### src/rtl/mips_pkg.sv
// Shared definitions for the single-cycle MIPS core: reset vector, exit syscall
// code, sequencer state encoding and next-PC source selection.
package mips_pkg;

    localparam logic [31:0] RESET_PC_DEFAULT = 32'h0000_0000;
    localparam logic [31:0] SYSCALL_EXIT     = 32'd10;

    typedef enum logic {
        ST_RUN,
        ST_HALT
    } seq_state_e;

    typedef enum logic [1:0] {
        NPC_SEQ,
        NPC_BR,
        NPC_J,
        NPC_JR
    } npc_sel_e;

endpackage

### src/rtl/branch_cond.sv
// Conditional-branch resolution for the MIPS branch family; purely combinational.
// All comparisons treat rs/rt as signed 32-bit values.
module branch_cond (
    input  logic [31:0] rs,
    input  logic [31:0] rt,
    input  logic        beq,
    input  logic        bne,
    input  logic        blez,
    input  logic        bgtz,
    input  logic        bz,
    input  logic        bz_ge,
    output logic        taken
);

    logic rsEqRt;
    logic rsNeg;
    logic rsZero;

    // Sign and zero tests replace full signed comparators against zero.
    assign rsEqRt = (rs == rt);
    assign rsNeg  = rs[31];
    assign rsZero = (rs == 32'd0);

    assign taken = (beq  &  rsEqRt)
                 | (bne  & ~rsEqRt)
                 | (blez & (rsNeg | rsZero))
                 | (bgtz & ~rsNeg & ~rsZero)
                 | (bz   & (bz_ge ? ~rsNeg : rsNeg));

endmodule

### src/rtl/pc_sequencer.sv
// Architectural PC, next-PC selection, exit-syscall halt FSM and performance
// counters for the single-cycle MIPS core.
module pc_sequencer
    import mips_pkg::*;
#(
    parameter logic [31:0] RESET_PC  = RESET_PC_DEFAULT,
    parameter int          CNT_W     = 32,
    parameter logic [31:0] EXIT_CODE = SYSCALL_EXIT
) (
    input  logic             clk,
    input  logic             rst_n,
    input  logic             beq,
    input  logic             bne,
    input  logic             blez,
    input  logic             bgtz,
    input  logic             bz,
    input  logic             bz_ge,
    input  logic             jmp,
    input  logic             jr,
    input  logic             syscall,
    input  logic [15:0]      imm16,
    input  logic [25:0]      target26,
    input  logic [31:0]      rs_data,
    input  logic [31:0]      rt_data,
    input  logic [31:0]      v0_data,
    input  logic             go,
    output logic [31:0]      pc,
    output logic [31:0]      pc_plus4,
    output logic             halted,
    output logic             branch_taken,
    output logic [CNT_W-1:0] cycle_cnt,
    output logic [CNT_W-1:0] jump_cnt,
    output logic [CNT_W-1:0] branch_cnt
);

    seq_state_e       state_q, state_d;
    logic [31:0]      pc_q, pc_d;
    logic [CNT_W-1:0] cycleCnt_q, cycleCnt_d;
    logic [CNT_W-1:0] jumpCnt_q, jumpCnt_d;
    logic [CNT_W-1:0] branchCnt_q, branchCnt_d;
    npc_sel_e         npcSel;
    logic [31:0]      npcTarget;
    logic [31:0]      branchOffset;

    branch_cond u_branch_cond (
        .rs    (rs_data),
        .rt    (rt_data),
        .beq   (beq),
        .bne   (bne),
        .blez  (blez),
        .bgtz  (bgtz),
        .bz    (bz),
        .bz_ge (bz_ge),
        .taken (branch_taken)
    );

    assign pc_plus4     = pc_q + 32'd4;
    assign branchOffset = {{14{imm16[15]}}, imm16, 2'b00};

    // JR outranks J, which outranks a taken branch, so malformed decodes stay deterministic.
    always_comb begin
        npcSel = NPC_SEQ;
        if (jr) begin
            npcSel = NPC_JR;
        end else if (jmp) begin
            npcSel = NPC_J;
        end else if (branch_taken) begin
            npcSel = NPC_BR;
        end
    end

    always_comb begin
        npcTarget = pc_plus4;
        unique case (npcSel)
            NPC_JR:  npcTarget = {rs_data[31:2], 2'b00};
            NPC_J:   npcTarget = {pc_plus4[31:28], target26, 2'b00};
            NPC_BR:  npcTarget = pc_plus4 + branchOffset;
            default: npcTarget = pc_plus4;
        endcase
    end

    // The halting syscall still counts as a RUN cycle; HALT freezes everything until go.
    always_comb begin
        state_d     = state_q;
        pc_d        = pc_q;
        cycleCnt_d  = cycleCnt_q;
        jumpCnt_d   = jumpCnt_q;
        branchCnt_d = branchCnt_q;
        unique case (state_q)
            ST_RUN: begin
                cycleCnt_d  = cycleCnt_q + CNT_W'(1);
                jumpCnt_d   = jumpCnt_q + CNT_W'(jmp);
                branchCnt_d = branchCnt_q + CNT_W'(branch_taken);
                if (syscall && (v0_data == EXIT_CODE)) begin
                    state_d = ST_HALT;
                end else begin
                    pc_d = npcTarget;
                end
            end
            ST_HALT: begin
                if (go) begin
                    state_d = ST_RUN;
                    pc_d    = pc_plus4;
                end
            end
            default: state_d = ST_RUN;
        endcase
    end

    always_ff @(posedge clk or negedge rst_n) begin
        if (!rst_n) begin
            state_q     <= ST_RUN;
            pc_q        <= RESET_PC;
            cycleCnt_q  <= '0;
            jumpCnt_q   <= '0;
            branchCnt_q <= '0;
        end else begin
            state_q     <= state_d;
            pc_q        <= pc_d;
            cycleCnt_q  <= cycleCnt_d;
            jumpCnt_q   <= jumpCnt_d;
            branchCnt_q <= branchCnt_d;
        end
    end

    assign pc         = pc_q;
    assign halted     = (state_q == ST_HALT);
    assign cycle_cnt  = cycleCnt_q;
    assign jump_cnt   = jumpCnt_q;
    assign branch_cnt = branchCnt_q;

endmodule

### config.mk
export PLATFORM = sky130hd
export DESIGN_NAME = pc_sequencer
export DESIGN_NICKNAME = d
export VERILOG_FILES = /design/src/rtl/mips_pkg.sv /design/src/rtl/branch_cond.sv /design/src/rtl/pc_sequencer.sv
export SDC_FILE = /design/constraint.sdc
export NUM_CORES = 1
export LEC_CHECK = 0
export CORE_MARGIN = 2
export CORE_UTILIZATION = 51
export CTS_BUF_LIST = sky130_fd_sc_hd__clkbuf_4 sky130_fd_sc_hd__clkbuf_8
export DETAILED_ROUTE_END_ITERATION = 7
export PLACE_DENSITY_LB_ADDON = 0.3
export SLEW_MARGIN = 20
export SYNTH_ARGS = -nofsm -noshare
export SYNTH_HDL_FRONTEND = slang
export SYNTH_SLANG_ARGS = --single-unit
### constraint.sdc
create_clock -name clk -period 5.95 [get_ports clk]
set_input_delay 1.19 -clock clk [delete_from_list [all_inputs] [get_ports clk]]
set_output_delay 1.19 -clock clk [all_outputs]
set_load 0.05 [all_outputs]
==> summary.md, run 1 <==
| Metric | Value |
|---|---|
| Status | complete, no violations |
| Crit-path cells | clkdlybuf4s50_1, nor4_1, nand4_1, o21bai_1, mux2i_1, nor4b_4, buf_4, inv_1, buf_4 |
| Final nets | 1,467 |
| Clock sink count | 127 |
| Pint | 2.00 mW |
| Fmax achieved | 191 MHz |
| Synth Instances | 976 |
| Flip-flop and latch area | 3180 um2 |
| Num CTS Buffers | 17 |
| I/O pins | 312 |
| Leakage | 5.19 nW |
| Iteration count of the initial detailed-routing pass | 5 |
| Clk buf depth | 2 |
| Power per cell area | 293 nW/um2 |
| Initial DRC count | 704 |
| Total number of yosys warnings | 0 |
| H-tree level count | 4 |
| Area of the multi-input gates | 5450 um2 |
| Unique cell type count in the Yosys netlist | 75 |
| GRT met1 Usage | 0.398 |
| Reg power frac | 0.305 |
| Crit path max fanout | 10 |
| Synth area leader | dfrtp_1 |
| Worst-path clk slew | 0.08 ns |
| # rows | 48 |
| Crit path max-delay cell type | nor4_1 |
| Combinational share of power | 0.486 |
| Latest clock arrival within the worst-skew pair | 0.47 ns |
| GR Overflow Total | 0 |
| Crit path buf inv count | 4 |
| Number of global-route vias before repair | 8,808 |
| RSZ-0062 raised after global routing | no |
| Post-Syn Area | 8910 um2 |
| Critical path's top delay family | simple AND/OR/NAND/NOR gates |
| Die ar. | 18,500 um2 |
| Total routed wirelength | 31,800 um |
| Post-synth EDFFs | 0 |
| First-pass GRT wire length | 47,700 um |
| Total of max-cap violations | 0 |
| CTS Hold Bufs | 0 |
| Vias per cell | 6.01 |
| Grt met3 use | 0.109 |
| Setup_tns | 0 ns |
| Ys async rst share | 1.00 |
| WL/cell | 21.0 um |
| Prevailing post-synth register cell | dfrtp_1 |
| Post-CTS setup buffer count | 0 |
| P_sw | 1.69 mW |
| Crit. End Element | output pin |
| Critical path arrival | 4.05 ns |
| Gr usage total | 0.339 |
| Syn Area/Cell | 9.13 um2 |
| Die Wd | 136 um |
| Gpl congestion | 1.03 |
| Post-route ant nets | 0 |
| Placed inst area | 12,200 um2 |
| Max Slew Vio Count | 0 |
| Die Span Y | 136 um |
| Largest net degree at the start of global routing | 66 |
| Root buf cell | clkbuf_8 |
| Hold WC Path Type | flip-flop to flip-flop |
| Critical path launch point type | primary input |
| DR vias | 9,110 |
| Top cells by area, synth | dfrtp_1 (36%), xnor2_1 (13%), ha_1 (5.5%) |
| Fin. Hold Viols | 0 |
| Most Crowded Layer GR | met2 |
| CTS tree | built |
| Critical path class | primary input to output pin |
| DP HPWL | 25,000 um |
| Number of synthesized register bits | 127 |
| Port Buffer Count | 307 |
| Most used cell, CP | buf_4 |
| Clk pwr share | 0.210 |
| Clk_skew | 0.0205 ns |
| Final Setup Violations | 0 |
| Area Growth Syn to Fin | 41.0% |
| Met2 Track Usage GR | 0.563 |
| Worst vdd ir | 0.000171 V |
| Max_slew headroom | 0.310 |
| Slowest stage delay, CP | 0.68 ns |
| Filler cell count | 1,289 |
| Share of layout cells above drive strength 1 | 0.0558 |
| Crit share post-route | 0.881 |
| DRC | 0 |
| Worst-margin pin slew | 1.03 ns |
| Critical Path RT | 4.76 ns |
| Final instance area | 12,600 um2 |
| Min Tclk post-route | 5.24 ns |
| Core Util, Final | 0.731 |
| Cts repair resizes | 0 |
| CORE AREA | 17,200 um2 |
| Post-synth top area share | 0.357 |
| Ant. Diodes | 0 |
| Antenna violations before repair | 0 |
| Post-synthesis sequential area ratio | 0.357 |
| Switching part of the total power | 0.458 |
| Starting Density | 0.519 |
-- final timing paths --
| kind | start | cells past startpoint | slack (ns) | end |
|---|---|---|---|---|
| setup / recovery | rs_data[0] | 9 | 0.71 | branch_taken |
| hold / removal | branch_cnt[31]$_DFFE_PN0N_ | 1 | 0.48 | branch_cnt[31]$_DFFE_PN0N_ |
| setup reg to reg | pc[3]$_DFFE_PN0P_ | 18 | 1.40 | pc[29]$_DFFE_PN0P_ |
| hold reg to reg | branch_cnt[31]$_DFFE_PN0N_ | 1 | 0.48 | branch_cnt[31]$_DFFE_PN0N_ |
| max in group asynchronous | rst_n | 2 | 3.78 | cycle_cnt[13]$_DFFE_PN0N_ |
| min in group asynchronous | rst_n | 1 | 0.80 | jump_cnt[31]$_DFFE_PN0N_ |
-- layout by cell type (no fill, tap or decap), types with 22 or more instances in the layout --
master,Yosys,routed
clkdlybuf4s50_1,0,305
xnor2_1,133,133
dfrtp_1,127,127
nand2_1,88,88
nand3_1,63,63
nor2_1,62,62
a21oi_1,48,48
xor2_1,45,45
o21ai_0,43,43
ha_1,39,39
nand4_1,35,35
inv_1,22,22
a21o_1,22,22
-- power by group through the flow --
stage / Combinational (mW) / Clock [mW] / Sequential [mW]
3_3_place_gp: 1.76 / 0 / 1.13
6_report: 1.79 / 0.772 / 1.12
4_1_cts: 1.78 / 0.782 / 1.12
3_5_place_dp: 1.76 / 0 / 1.13
2_1_floorplan: 0.786 / 0 / 1.47
5_1_grt: 1.89 / 0.825 / 1.14
-- final cells by class --
type,count,share of cell area
clock buffers,17,0.0186
clock inverters,15,0.0133
inverters,22,0.00657
multi-input cells,789,0.434
flip-flops and latches,127,0.253
well taps,225,0.0224
repair buffers,320,0.252
-- registers in the layout, summed over array words and instances (netlist names) --
register    cells
jump_cnt       32
branch_cnt     32
halted          1
cycle_cnt      32
pc             30
-- through the flow --
| stage | setup slack, ns | instances | power (mW) | hold WS, ns |
|---|---|---|---|---|
| detailed placement | 0.889 | 1483 | 2.90 | 0.468 |
| floorplan | 0.921 | 979 | 2.25 | 0.779 |
| finish | 0.706 | 1515 | 3.68 | 0.482 |
| CTS | 0.934 | 1515 | 3.68 | 0.478 |
| global placement | 0.903 | 1483 | 2.88 | 0.457 |
| global route | 0.835 | 1515 | 3.85 | 0.504 |
-- cells by family after synthesis --
| group | share of synthesized area |
|---|---|
| DFF | 0.357 |
| and+or+nand+nor | 0.210 |
| AOI/OAI and AO/OA | 0.157 |
| buffers and inverters | 0.0323 |
| other | 0.000421 |
| muxes | 0.00857 |
| adders and majority gates | 0.0570 |
| xor gates and xnor gates | 0.178 |
-- layer usage --
metal	part of all wire	up-vias	routed length (um)
met1	0.37	4321	11900
met2	0.47	537	14900
met5	0	-	0
met3	0.11	103	3490
met4	0.048	0	1510
li1	-	4149	-
-- cell usage after synthesis, drive strengths merged, types with 8 or more instances --
library cell / count
a211oi: 11
nand4: 36
inv: 22
dfrtp: 127
ha: 39
xor2: 45
a221oi: 8
buf: 16
nor4: 20
and3: 21
a222oi: 13
xnor2: 134
nand2b: 9
a21oi: 49
nand2: 88
nand3: 64
a21o: 22
nor2: 62
clkbuf: 24
o21a: 9
nor3: 20
o21ai: 44
Note: power is estimated with default switching activity, not from simulation.
==> run 2: changes to the inputs <==
--- a/config.mk
+++ b/config.mk
@@ -5,8 +5,8 @@
 export SDC_FILE = /design/constraint.sdc
 export NUM_CORES = 1
 export LEC_CHECK = 0
-export CORE_MARGIN = 2
-export CORE_UTILIZATION = 51
+export CORE_MARGIN = 1.5
+export CORE_UTILIZATION = 30
 export CTS_BUF_LIST = sky130_fd_sc_hd__clkbuf_4 sky130_fd_sc_hd__clkbuf_8
 export DETAILED_ROUTE_END_ITERATION = 7
 export PLACE_DENSITY_LB_ADDON = 0.3
==> run 2 against run 1 <==
Sequential share of layout area is 0.40 points lower. Worst setup slack better by 0.10 ns. Critical path depth is 3 lower. Critical path type is now flip-flop to output pin.
==> summary.md, run 2 (synthesized netlist as in run 1, its figures left out) <==
| Metric | Value |
|---|---|
| Cts repair resizes | 0 (unchanged) |
| Max_slew headroom | 0.253 (was 0.310) |
| Layout Cells excl Fill | 1,674 (was 1,515) |
| Status | complete, no violations (unchanged) |
| Dpl cells | 1,642 (was 1,483) |
| Setup_tns | 0 ns (unchanged) |
| Total of max-cap violations | 0 (unchanged) |
| Hold WC Path Type | flip-flop to flip-flop (unchanged) |
| Worst vdd ir | 0.000115 V (was 0.000171 V) |
| Critical path class | flip-flop to output pin (was primary input to output pin) |
| Clk_skew | 0.0237 ns (was 0.0205 ns) |
| FF-to-FF path depth | 18 (unchanged) |
| Port Buffer Count | 307 (unchanged) |
| Leakage | 5.19 nW (about the same) |
| Most frequent cells in the layout | clkdlybuf4s50_1 (305), xnor2_1 (133), dfrtp_1 (127) (unchanged) |
| Post-route ant nets | 0 (unchanged) |
| # rows | 62 (was 48) |
| Most common cell after layout, fill and taps aside | clkdlybuf4s50_1 (unchanged) |
| DRC | 0 (unchanged) |
| Die Wd | 175 um (was 136 um) |
| Initial DRC count | 620 (was 704) |
| Area Growth Syn to Fin | 43.3% (was 41.0%) |
| Power per cell area | 292 nW/um2 (was 293 nW/um2) |
| Number of global-route vias before repair | 8,771 (was 8,808) |
| R2r startpoint | pc[3]$_DFFE_PN0P_ (unchanged) |
| Starting Density | 0.308 (was 0.519) |
| Worst-margin pin slew | 1.12 ns (was 1.03 ns) |
| Design Power | 3.72 mW (was 3.68 mW) |
| H-tree level count | 4 (unchanged) |
| Final Setup Violations | 0 (unchanged) |
| Iteration count of the initial detailed-routing pass | 5 (unchanged) |
| Ant. Diodes | 0 (unchanged) |
| I/O pins | 312 (unchanged) |
| Latest clock arrival within the worst-skew pair | 0.47 ns (about the same) |
| Crit share post-route | 0.864 (was 0.881) |
| Setup crit start | pc[13]$_DFFE_PN0P_ (was rs_data[0]) |
| Critical path arrival | 3.95 ns (was 4.05 ns) |
| Gr usage total | 0.221 (was 0.339) |
| Max Slew Vio Count | 0 (unchanged) |
| RSZ-0062 raised after global routing | no (unchanged) |
| CTS Hold Bufs | 0 (unchanged) |
| Worst Setup EP | pc_plus4[25] (was branch_taken) |
| Die Span Y | 175 um (was 136 um) |
| Num CTS Buffers | 17 (unchanged) |
| Crit. End Element | output pin (unchanged) |
| Vias per cell | 5.32 (was 6.01) |
| Post-CTS setup buffer count | 0 (unchanged) |
| Total routed wirelength | 34,300 um (was 31,800 um) |
| Largest net degree at the start of global routing | 80 (was 66) |
| Antenna violations before repair | 1 (was 0) |
| FF-to-FF setup slack | 1.23 ns (was 1.40 ns) |
| Die ar. | 30,700 um2 (was 18,500 um2) |
| CORE AREA | 28,900 um2 (was 17,200 um2) |
| DR vias | 8,901 (was 9,110) |
| Worst-path clk slew | 0.09 ns (was 0.08 ns) |
| Fmax achieved | 195 MHz (was 191 MHz) |
| Clock sink count | 127 (unchanged) |
| Final nets | 1,467 (unchanged) |
| GR Overflow Total | 0 (unchanged) |
| Root buf cell | clkbuf_8 (unchanged) |
| Clk buf depth | 2 (unchanged) |
| Reg-to-reg endpoint | pc[29]$_DFFE_PN0P_ (unchanged) |
| First-pass GRT wire length | 51,500 um (was 47,700 um) |
| Crit path max fanout | 8 (was 10) |
| DP HPWL | 27,200 um (was 25,000 um) |
| Critical Path RT | 4.76 ns (about the same) |
| Final hold slack | 0.476 ns (was 0.482 ns) |
| Gpl congestion | 0.965 (was 1.03) |
| Share of layout cells above drive strength 1 | 0.0558 (unchanged) |
| Min Tclk post-route | 5.14 ns (was 5.24 ns) |
| Critical path launch point type | flip-flop (was primary input) |
| Fin. Hold Viols | 0 (unchanged) |
| WL/cell | 20.5 um (was 21.0 um) |
| CTS tree | built (unchanged) |
| Filler cell count | 2,807 (was 1,289) |
run 2: how the worst min path moves through the flow:
stage | cells after the start | from | end
3_5_place_dp | 1 | cycle_cnt[31]$_DFFE_PN0N_ | cycle_cnt[31]$_DFFE_PN0N_
5_1_grt | 1 | jump_cnt[31]$_DFFE_PN0N_ | jump_cnt[31]$_DFFE_PN0N_
2_1_floorplan | 1 | jump_cnt[31]$_DFFE_PN0N_ | jump_cnt[31]$_DFFE_PN0N_
6_report | 1 | cycle_cnt[31]$_DFFE_PN0N_ | cycle_cnt[31]$_DFFE_PN0N_
3_3_place_gp | 1 | jump_cnt[31]$_DFFE_PN0N_ | jump_cnt[31]$_DFFE_PN0N_
4_1_cts | 1 | cycle_cnt[31]$_DFFE_PN0N_ | cycle_cnt[31]$_DFFE_PN0N_
run 2: report_power, final:
part           switching [mW]  internal [mW]  total (mW)
sequential              0.154          0.968        1.12
clock                   0.456          0.352       0.809
combinational            1.12          0.676        1.79
total                    1.73           2.00        3.72
run 2: routing by layer:
layer	wire, um	track usage
met1	14200	0.276
met2	16100	0.370
met3	3030	0.0519
met4	984	0.0812
met5	13	0
run 2: metrics by stage:
step                      setup WS, ns  instance area, um2  utilization
final                            0.811               12800        0.441
after CTS                        0.806               12800        0.441
after floorplan                  0.921                8920            -
after global routing             0.650               12800        0.441
after detailed placement          1.02               12400        0.427
after global placement            1.01               12400        0.427
run 2: cell type report:
| cell class | instances | area (um2) | share of cell area |
|---|---|---|---|
| repair buffers | 320 | 3170 | 0.248 |
| flip-flops and latches | 127 | 3180 | 0.249 |
| clock inverters | 15 | 168 | 0.0131 |
| inverters | 22 | 82.6 | 0.00647 |
| well taps | 384 | 480 | 0.0376 |
| clock buffers | 17 | 234 | 0.0183 |
| multi-input cells | 789 | 5450 | 0.427 |
run 2: worst max-delay path, cell delays in order, from the launching register on:
cell             delay, ns
dfrtp_1               0.56
nand4_1               0.35
nor4_4                0.60
nor3b_4               0.54
nand3_1               0.22
xnor2_1               0.33
clkdlybuf4s50_1       0.88
==> run 3: changes to the inputs <==
--- a/config.mk
+++ b/config.mk
@@ -5,8 +5,10 @@
 export SDC_FILE = /design/constraint.sdc
 export NUM_CORES = 1
 export LEC_CHECK = 0
+export CELL_PAD_IN_SITES_DETAIL_PLACEMENT = 0
+export CELL_PAD_IN_SITES_GLOBAL_PLACEMENT = 2
 export CORE_MARGIN = 1.5
-export CORE_UTILIZATION = 30
+export CORE_UTILIZATION = 29
 export CTS_BUF_LIST = sky130_fd_sc_hd__clkbuf_4 sky130_fd_sc_hd__clkbuf_8
 export DETAILED_ROUTE_END_ITERATION = 7
 export PLACE_DENSITY_LB_ADDON = 0.3
==> run 3 against run 2 <==
Hold slack worse by 0.0019 ns. Fmax is 4.8% lower. Global-route usage is 0.32 points higher. Clock skew is 0.0041 ns higher. Critical path depth is 3 higher. Non-clock buffer count is 3 lower. Worst setup slack worse by 0.26 ns. Combinational power hardly changed. Final cell count is 0.18% higher. Via count is 2.1% lower. Critical path type unchanged. Highest routed layer unchanged.
==> summary.md, run 3 (synthesized netlist as in run 1, its figures left out) <==
| Metric | Value |
|---|---|
| Status | complete, no violations (unchanged) |
| Final instance area | 12,700 um2 (was 12,800 um2) |
| CTS tree | built (unchanged) |
| Top Metal Used | met5 (unchanged) |
| DP HPWL | 27,900 um (was 27,200 um) |
| Metal3 WL | 2610 um (was 3030 um) |
| Pre-CTS setup slack | 0.920 ns (was 1.02 ns) |
| Critical Path RT | 4.76 ns (about the same) |
| Num CTS Buffers | 17 (unchanged) |
| Iteration count of the initial detailed-routing pass | 6 (was 5) |
| # rows | 63 (was 62) |
| Latest clock arrival within the worst-skew pair | 0.46 ns (was 0.47 ns) |
| Post-CTS setup buffer count | 0 (unchanged) |
| CTS Hold Bufs | 0 (unchanged) |
| Gpl congestion | 0.878 (was 0.965) |
| First-pass GRT wire length | 53,100 um (was 51,500 um) |
| Port Buffer Count | 307 (unchanged) |
| Share of layout cells above drive strength 1 | 0.0552 (was 0.0558) |
| Clk buf depth | 2 (unchanged) |
| GR Overflow Total | 0 (unchanged) |
| Clock sink count | 127 (unchanged) |
| Setup_tns | 0 ns (unchanged) |
| Critical path arrival | 4.21 ns (was 3.95 ns) |
| Slowest stage delay, CP | 0.87 ns (was 0.88 ns) |
| Clk_skew | 0.0278 ns (was 0.0237 ns) |
| Worst setup margin | 0.549 ns (was 0.811 ns) |
| Ant. Diodes | 0 (unchanged) |
| Starting Density | 0.297 (was 0.308) |
| Number of global-route vias before repair | 8,739 (was 8,771) |
| I/O pins | 312 (unchanged) |
| Worst vdd ir | 0.000147 V (was 0.000115 V) |
| Critical path launch point type | flip-flop (unchanged) |
| Worst-margin pin slew | 0.948 ns (was 1.12 ns) |
| Crit. End Element | output pin (unchanged) |
| DR vias | 8,712 (was 8,901) |
| Area Growth Syn to Fin | 42.8% (was 43.3%) |
| Crit path max fanout | 10 (was 8) |
| Placed inst area | 12,300 um2 (was 12,400 um2) |
| CORE AREA | 30,000 um2 (was 28,900 um2) |
| Max Slew Vio Count | 0 (unchanged) |
| Root buf cell | clkbuf_8 (unchanged) |
| Design Power | 3.67 mW (was 3.72 mW) |
| Cts repair resizes | 0 (unchanged) |
| FF-to-FF setup slack | 0.84 ns (was 1.23 ns) |
| Final nets | 1,464 (was 1,467) |
| RSZ-0062 raised after global routing | no (unchanged) |
| Total routed wirelength | 35,600 um (was 34,300 um) |
| DRC | 0 (unchanged) |
| Initial DRC count | 644 (was 620) |
| Fin. Hold Viols | 0 (unchanged) |
| Most common cell after layout, fill and taps aside | clkdlybuf4s50_1 (unchanged) |
| Hold WC Path Type | flip-flop to flip-flop (unchanged) |
| Most frequent cells in the layout | clkdlybuf4s50_1 (304), xnor2_1 (133), dfrtp_1 (127) (was clkdlybuf4s50_1 (305), xnor2_1 (133), dfrtp_1 (127)) |
| Crit share post-route | 0.908 (was 0.864) |
| Min Tclk post-route | 5.40 ns (was 5.14 ns) |
| Die ar. | 31,800 um2 (was 30,700 um2) |
| Post-route ant nets | 0 (unchanged) |
| Vias per cell | 5.19 (was 5.32) |
| Met2 WL post-DR | 17,200 um (was 16,100 um) |
| Critical path class | flip-flop to output pin (unchanged) |
| Total of max-cap violations | 0 (unchanged) |
| Crit-path cells | ha_1, inv_1, nor4_1, inv_1, nor2_1, nand3_1, nor2_1, xor2_1, clkdlybuf4s50_1 (was nand4_1, nor4_4, nor3b_4, nand3_1, xnor2_1, clkdlybuf4s50_1) |
| Antenna violations before repair | 1 (unchanged) |
| Die Span Y | 178 um (was 175 um) |
| Max_slew headroom | 0.368 (was 0.253) |
| DRT met1 WL | 15,400 um (was 14,200 um) |
| Worst-path clk slew | 0.09 ns (about the same) |
| Leakage | 5.16 nW (was 5.19 nW) |
| Gr usage total | 0.224 (was 0.221) |
| H-tree level count | 4 (unchanged) |
| Final Setup Violations | 0 (unchanged) |
| Fmax achieved | 185 MHz (was 195 MHz) |
| WL/cell | 21.2 um (was 20.5 um) |
| Die Wd | 178 um (was 175 um) |
| Largest net degree at the start of global routing | 97 (was 80) |
| Crit path max-delay cell type | clkdlybuf4s50_1 (unchanged) |
| Power per cell area | 289 nW/um2 (was 292 nW/um2) |
run 3: cell types whose count changed in the layout (fill, tap and decap cells not counted), sizes merged:
cell | before | now
buf | 15 | 13
clkinv | 3 | 1
clkinvlp | 2 | 4
bufinv | 1 | 0
clkdlybuf4s50 | 305 | 304
inv | 31 | 32
run 3: final cells by class:
type / instances / area, um2
tap: 390 / 488
sequential: 127 / 3180
multi-input combinational: 789 / 5450
inverter: 22 / 82.6
timing repair buffer: 317 / 3140
clock buffer: 17 / 234
clock inverter: 15 / 144
fill: 3015 / 17200
run 3: worst paths after layout:
path                                      startpoint                        end  cells after the start
setup / recovery                   pc[2]$_DFFE_PN0P_               pc_plus4[20]                      9
hold / removal             cycle_cnt[31]$_DFFE_PN0N_  cycle_cnt[31]$_DFFE_PN0N_                      1
setup reg to reg                   pc[2]$_DFFE_PN0P_         pc[31]$_DFFE_PN0P_                     18
hold reg to reg            cycle_cnt[31]$_DFFE_PN0N_  cycle_cnt[31]$_DFFE_PN0N_                      1
max in group asynchronous                      rst_n           halted$_DFF_PN0_                      2
min in group asynchronous                      rst_n   jump_cnt[29]$_DFFE_PN0N_                      1
run 3: stage by stage:
stage,util,hold slack (ns),cells
after floorplan,-,0.779,979
after global placement,0.412,0.455,1645
after detailed placement,0.412,0.456,1645
after CTS,0.425,0.480,1677
after global routing,0.425,0.499,1677
final,0.425,0.474,1677
run 3: worst max-delay path, delay by kind of cell, from the launching register on:
kind	cells	cell delay, ns
XOR/XNOR	1	0.32
adder cells (fa/ha/maj)	1	0.32
buffers and inverters	3	1.16
flip-flops	1	0.50
AND/OR/NAND/NOR	4	1.45
run 3: where the power goes:
group	total, mW	switching, mW	internal (mW)
clock	0.759	0.449	0.310
sequential	1.13	0.160	0.968
combinational	1.79	1.11	0.675
total	3.67	1.72	1.95
run 3: per-layer routing:
layer | track usage | up-vias
met5 | 0 | -
met4 | 0.0458 | 2
met3 | 0.0486 | 23
met2 | 0.382 | 352
met1 | 0.290 | 4203
li1 | - | 4132
==> variant 1 (config.mk and constraints of run 3) <==
Make the reset (`rst_n`) synchronous in one clocked block.
--- a/src/rtl/pc_sequencer.sv
+++ b/src/rtl/pc_sequencer.sv
@@ -107,7 +107,7 @@
         endcase
     end
 
-    always_ff @(posedge clk or negedge rst_n) begin
+    always_ff @(posedge clk) begin
         if (!rst_n) begin
             state_q     <= ST_RUN;
             pc_q        <= RESET_PC;
Formal check against the unedited RTL: differs if rst_n is asserted again (counterexample within 4 cycles, from zero or initial values and one cycle with rst_n low); with rst_n held inactive, the same outputs for 4 cycles.
==> variant 1 against run 3 <==
- wire length rose by 6.7%
- synthesized area rose by 0.32%
- sequential cell count did not move
- worst setup slack improved by 0.0094 ns
- via count rose by 13%
- final area rose by 1.3%
- utilization fell by 0.12 points
- critical path type is now in -> out
Power is not compared: it rests on default switching activity, and its combinational part moved more than twofold at a synthesized area within 25%.
==> variant 1: results (changes against run 3) <==
Power
  • Peak VDD IR: 0.1266 mV
  • Cell Int Power: ~1.6 mW
  • Leak: between 4 and 5 nW

Timing
  • Rel. slew slack: 0.2784 (was 0.3678)
  • Skew final: 0.01726 ns (was 0.02784 ns)

Placed design
  • PortBufs: 307 (unchanged)
  • Inst Count DP: 1824 (was 1645)
  • DPL Wire Length: 29610 um (was 27860 um)
  • Gpl congestion: 0.8930 (was 0.8783)
  • Post-Place Setup Slack: 0.5892 ns (was 0.9196 ns)
  • Area of placed instances: 12460 um^2 (was 12340 um^2)

Critical path
  • Critical path peak fanout: 3 (was 10)
  • Worst Path Arrival: 4.20 ns (was 4.21 ns)

Synth
  • Synth cell types: 68 (was 75)
  • Asr flop ratio synth: 0 (was 1.000)
  • Register area share after synthesis: 0.2846 (was 0.3568)
  • Synthesized area per cell: 7.742 um^2 (was 9.125 um^2)
  • Number of synthesized flops with an enable pin: 0 (unchanged)
  • Synth Flop Type: dfxtp_1 (was dfrtp_1)
  • Top cells by area, synth: dfxtp_1, xnor2_1, xor2_1, nor2_1, ha_1 (was dfrtp_1, xnor2_1, ha_1, xor2_1, nand2_1)
  • Most frequent cells after synthesis: nor2_1, dfxtp_1, nand2_1 (was xnor2_1, dfrtp_1, nand2_1)

Global routing
  • Vias in the first global route: 9270 (was 8739)
  • Initial antenna violation count: 5 (was 1)
  • Largest net degree at the start of global routing: 42 (was 97)
  • First-pass GRT wire length: 55990 um (was 53100 um)
  • GRT Util Overall: 0.2348 (was 0.2239)

Clock tree
  • Post_cts resized: 0 (unchanged)
  • Number of buffers added for setup after CTS: 0 (unchanged)
  • H-tree lvl count: 4 (unchanged)
  • Clk_lat worst skew: 0.47 ns
  • Max Root-Sink Buffers: 2 (unchanged)

Layout
  • Layout cells sized above 1: 0.04384 (was 0.05517)
  • Fin nets: 1637 (was 1464)
  • Cell Count, Final, Fillers Out: 1859 (was 1677)

Route
  • Pre-antenna DRT Iters: 5 (was 6)
  • DRT iter0 DRCs: 585 (was 644)
  • Routed wire per std cell: 20.41 um (was 21.21 um)
  • Via/cell ratio: 5.286 (was 5.195)

Status
  • Status: finished, final reports clean (unchanged)
## variant 1: cell count changes in the layout (fill, tap and decap cells not counted), sizes merged, moves of 9 or more
cell / delta
xor2: +26
o211ai: +9
nand2: +13
dfrtp: -127
a222oi: -13
xnor2: -54
or3: +20
a21oi: +19
nand3: -17
dfxtp: +127
nor2: +71
o21ai: +17
## variant 1: per-layer routing
metal,global-route usage,up-vias,part of all wire
met2,0.3945,341,0.48
met3,0.04369,57,0.056
met5,0,-,0.00055
li1,-,4767,-
met4,0.08333,4,0.027
met1,0.2987,4658,0.44
## variant 1: critical path: stages
cell	delay, ns
clkdlybuf4s50_1	0.48
nor4_1	0.67
nand4_1	0.21
o21bai_1	0.23
mux2i_1	0.38
nor3_2	0.11
inv_1	0.10
clkdlybuf4s50_1	0.84
## variant 1: area by class of cell
type                       count  area, um^2
fill                        3132       17540
multi-input combinational    948        6106
timing repair buffer         325        3208
sequential                   127        2542
tap                          396       495.5
clock buffer                  18       247.7
clock inverter                14       171.4
inverter                      28       106.4
antenna                        3       7.507
## variant 1: path summary, 6_finish.rpt
path | to | cells after the start | startpoint | slack, ns
min | cycle_cnt[27] | 2 | cycle_cnt[27] | 0.50
min reg2reg | cycle_cnt[27] | 2 | cycle_cnt[27] | 0.50
max | branch_taken | 8 | rs_data[7] | 0.56
max reg2reg | pc[31] | 15 | pc[2] | 0.97
## variant 1: power by group through the flow
stage                     Combinational, mW  Clock, mW  Sequential [mW]
after floorplan                       0.437          0             1.01
after global placement                0.863          0            0.937
after detailed placement              0.858          0            0.936
after CTS                             0.864      0.850            0.917
after global routing                  0.921      0.884            0.922
final                                 0.865      0.827            0.917
## variant 1: logic make-up after synthesis
group,synth area share
flip-flops,0.2846
AO/OA/AOI/OAI,0.1895
multiplexers,0.01372
buffers and inverters,0.03711
other,0.0004197
adder cells (fa/ha/maj),0.05686
AND/OR/NAND/NOR,0.2673
XOR/XNOR,0.1505
==> variant 2 (flow settings as in run 3) <==
Made on the original files. `CNT_W`: 32 -> 40.
--- a/src/rtl/pc_sequencer.sv
+++ b/src/rtl/pc_sequencer.sv
@@ -4,7 +4,7 @@
     import mips_pkg::*;
 #(
     parameter logic [31:0] RESET_PC  = RESET_PC_DEFAULT,
-    parameter int          CNT_W     = 32,
+    parameter int          CNT_W     = 40,
     parameter logic [31:0] EXIT_CODE = SYSCALL_EXIT
 ) (
     input  logic             clk,
Interface: changed (resized branch_cnt, cycle_cnt and jump_cnt); port bits go from 312 to 336. No check against the original RTL was run, so the function may have changed too.
==> variant 2 against run 3 <==
- hold slack gained 0.00093 ns
- critical path depth fell by 2
- register-to-register slack gained 0.49 ns
- wire length increased by 5.3%
- sequential cell count up 24
- global-route usage is 1.1 points lower
- power up 12%
- first-iteration DRC count fell by 23%
- worst setup slack better by 0.22 ns
- final area grew 12%
- sequential power rose by 14%
- count of clock-buffer cells in the layout is 2 higher
- synthesized area up 11%
- critical path type unchanged
- critical endpoint is now pc_plus4[28]
==> variant 2: results (changes against run 3) <==
Critical path
  • Reg-to-reg slack, setup: 1.33 ns (was 0.84 ns)
  • Worst Path Arrival: 3.99 ns (was 4.21 ns)
  • Worst r2r dst: pc[24] (was pc[31])
  • R2R depth: 13 (was 18)
  • CP endpoint: pc_plus4[28] (was pc_plus4[20])
  • Worst R2R Start: pc[4] (was pc[2])
  • Critical path peak fanout: 6 (was 10)

Layout
  • Layout cells sized above 1: 0.06303 (was 0.05517)
  • Fillers: 3316 (was 3015)
  • Fin nets: 1589 (was 1464)

Global routing
  • M2 GR Usage: 0.3466 (was 0.3820)
  • Met3 Use GR: 0.04192 (was 0.04859)
  • Largest net degree at the start of global routing: 106 (was 97)
  • GRT Util Overall: 0.2127 (was 0.2239)
  • Initial antenna violation count: 3 (was 1)
  • Vias in the first global route: 9494 (was 8739)

Synth
  • Top cells by area, synth: dfrtp_1, xnor2_1, ha_1, xor2_1, nand2_1 (unchanged)
  • Synth cell types: 79 (was 75)
  • Register area share after synthesis: 0.3810 (was 0.3568)
  • Most frequent cells after synthesis: dfrtp_1, xnor2_1, nand2_1 (was xnor2_1, dfrtp_1, nand2_1)
  • Number of synthesized register bits: 151 (was 127)
  • Ys Warns: 0 (unchanged)
  • Post-Syn Instances: 1068 (was 976)

Route
  • Routed wire per std cell: 20.11 um (was 21.21 um)
  • DRT iter0 DRCs: 499 (was 644)
  • M1 WL: 16750 um (was 15420 um)
  • Met3 WL post-DR: 2495 um (was 2607 um)
  • Met2 routed WL: 17300 um (was 17160 um)
  • Via count: 9472 (was 8712)
  • Via/cell ratio: 5.090 (was 5.195)

Timing
  • Worst slew pin tran: 0.9992 ns (was 0.9483 ns)
  • Hold_ws: 0.4753 ns (was 0.4743 ns)
  • Skew final: 0.02366 ns (was 0.02784 ns)

Power
  • Flop pwr share: 0.315 (was 0.307)
  • Peak VDD IR: 0.1727 mV (was 0.1472 mV)
  • Clk. pwr: 0.911 mW (was 0.759 mW)
  • Sw Share: 0.4410 (was 0.4684)
  • Leak: 5.833 nW (was 5.157 nW)

Min path
  • Worst hold start: branch_cnt[39] (was cycle_cnt[31])
  • Worst hold path endpoint: branch_cnt[39] (was cycle_cnt[31])

Placed design
  • Inst Count DP: 1827 (was 1645)
  • Post-Place Setup Slack: 0.6646 ns (was 0.9196 ns)
  • Area of placed instances: 13770 um^2 (was 12340 um^2)
  • DPL Wire Length: 29310 um (was 27860 um)

Status
  • Status: finished, final reports clean (unchanged)

Clock tree
  • Clock buffer count from CTS: 17 (unchanged)
[variant 2: changes by cell type after synthesis, sizes merged, moves of 5 or more]
cell,run 3,this run
nand2,88,111
a211oi,11,4
nor2,62,73
nor4,20,25
xor2,45,50
and3,21,30
clkbuf,24,30
xnor2,134,151
nor3,20,28
o21a,9,4
dfrtp,127,151
[variant 2: area by class of cell]
cell class,count,area [um^2],share of cell area
Tap cell,448,560.5,0.03936
Antenna cell,1,2.502,0.0001757
Clock inverter,13,181.4,0.01274
Sequential cell,151,3779,0.2653
Timing Repair Buffer,352,3490,0.2450
Multi-Input combinational cell,856,5888,0.4135
Inverter,21,78.83,0.005535
Clock buffer,19,261.5,0.01836
[variant 2: cell families after synthesis]
logic type | share of synthesized area
other | 0.0003781
AOI/OAI and AO/OA | 0.1377
DFF | 0.3810
and+or+nand+nor | 0.2163
muxes | 0.008831
adders and majority gates | 0.05122
xor gates and xnor gates | 0.1775
buffers and inverters | 0.02712
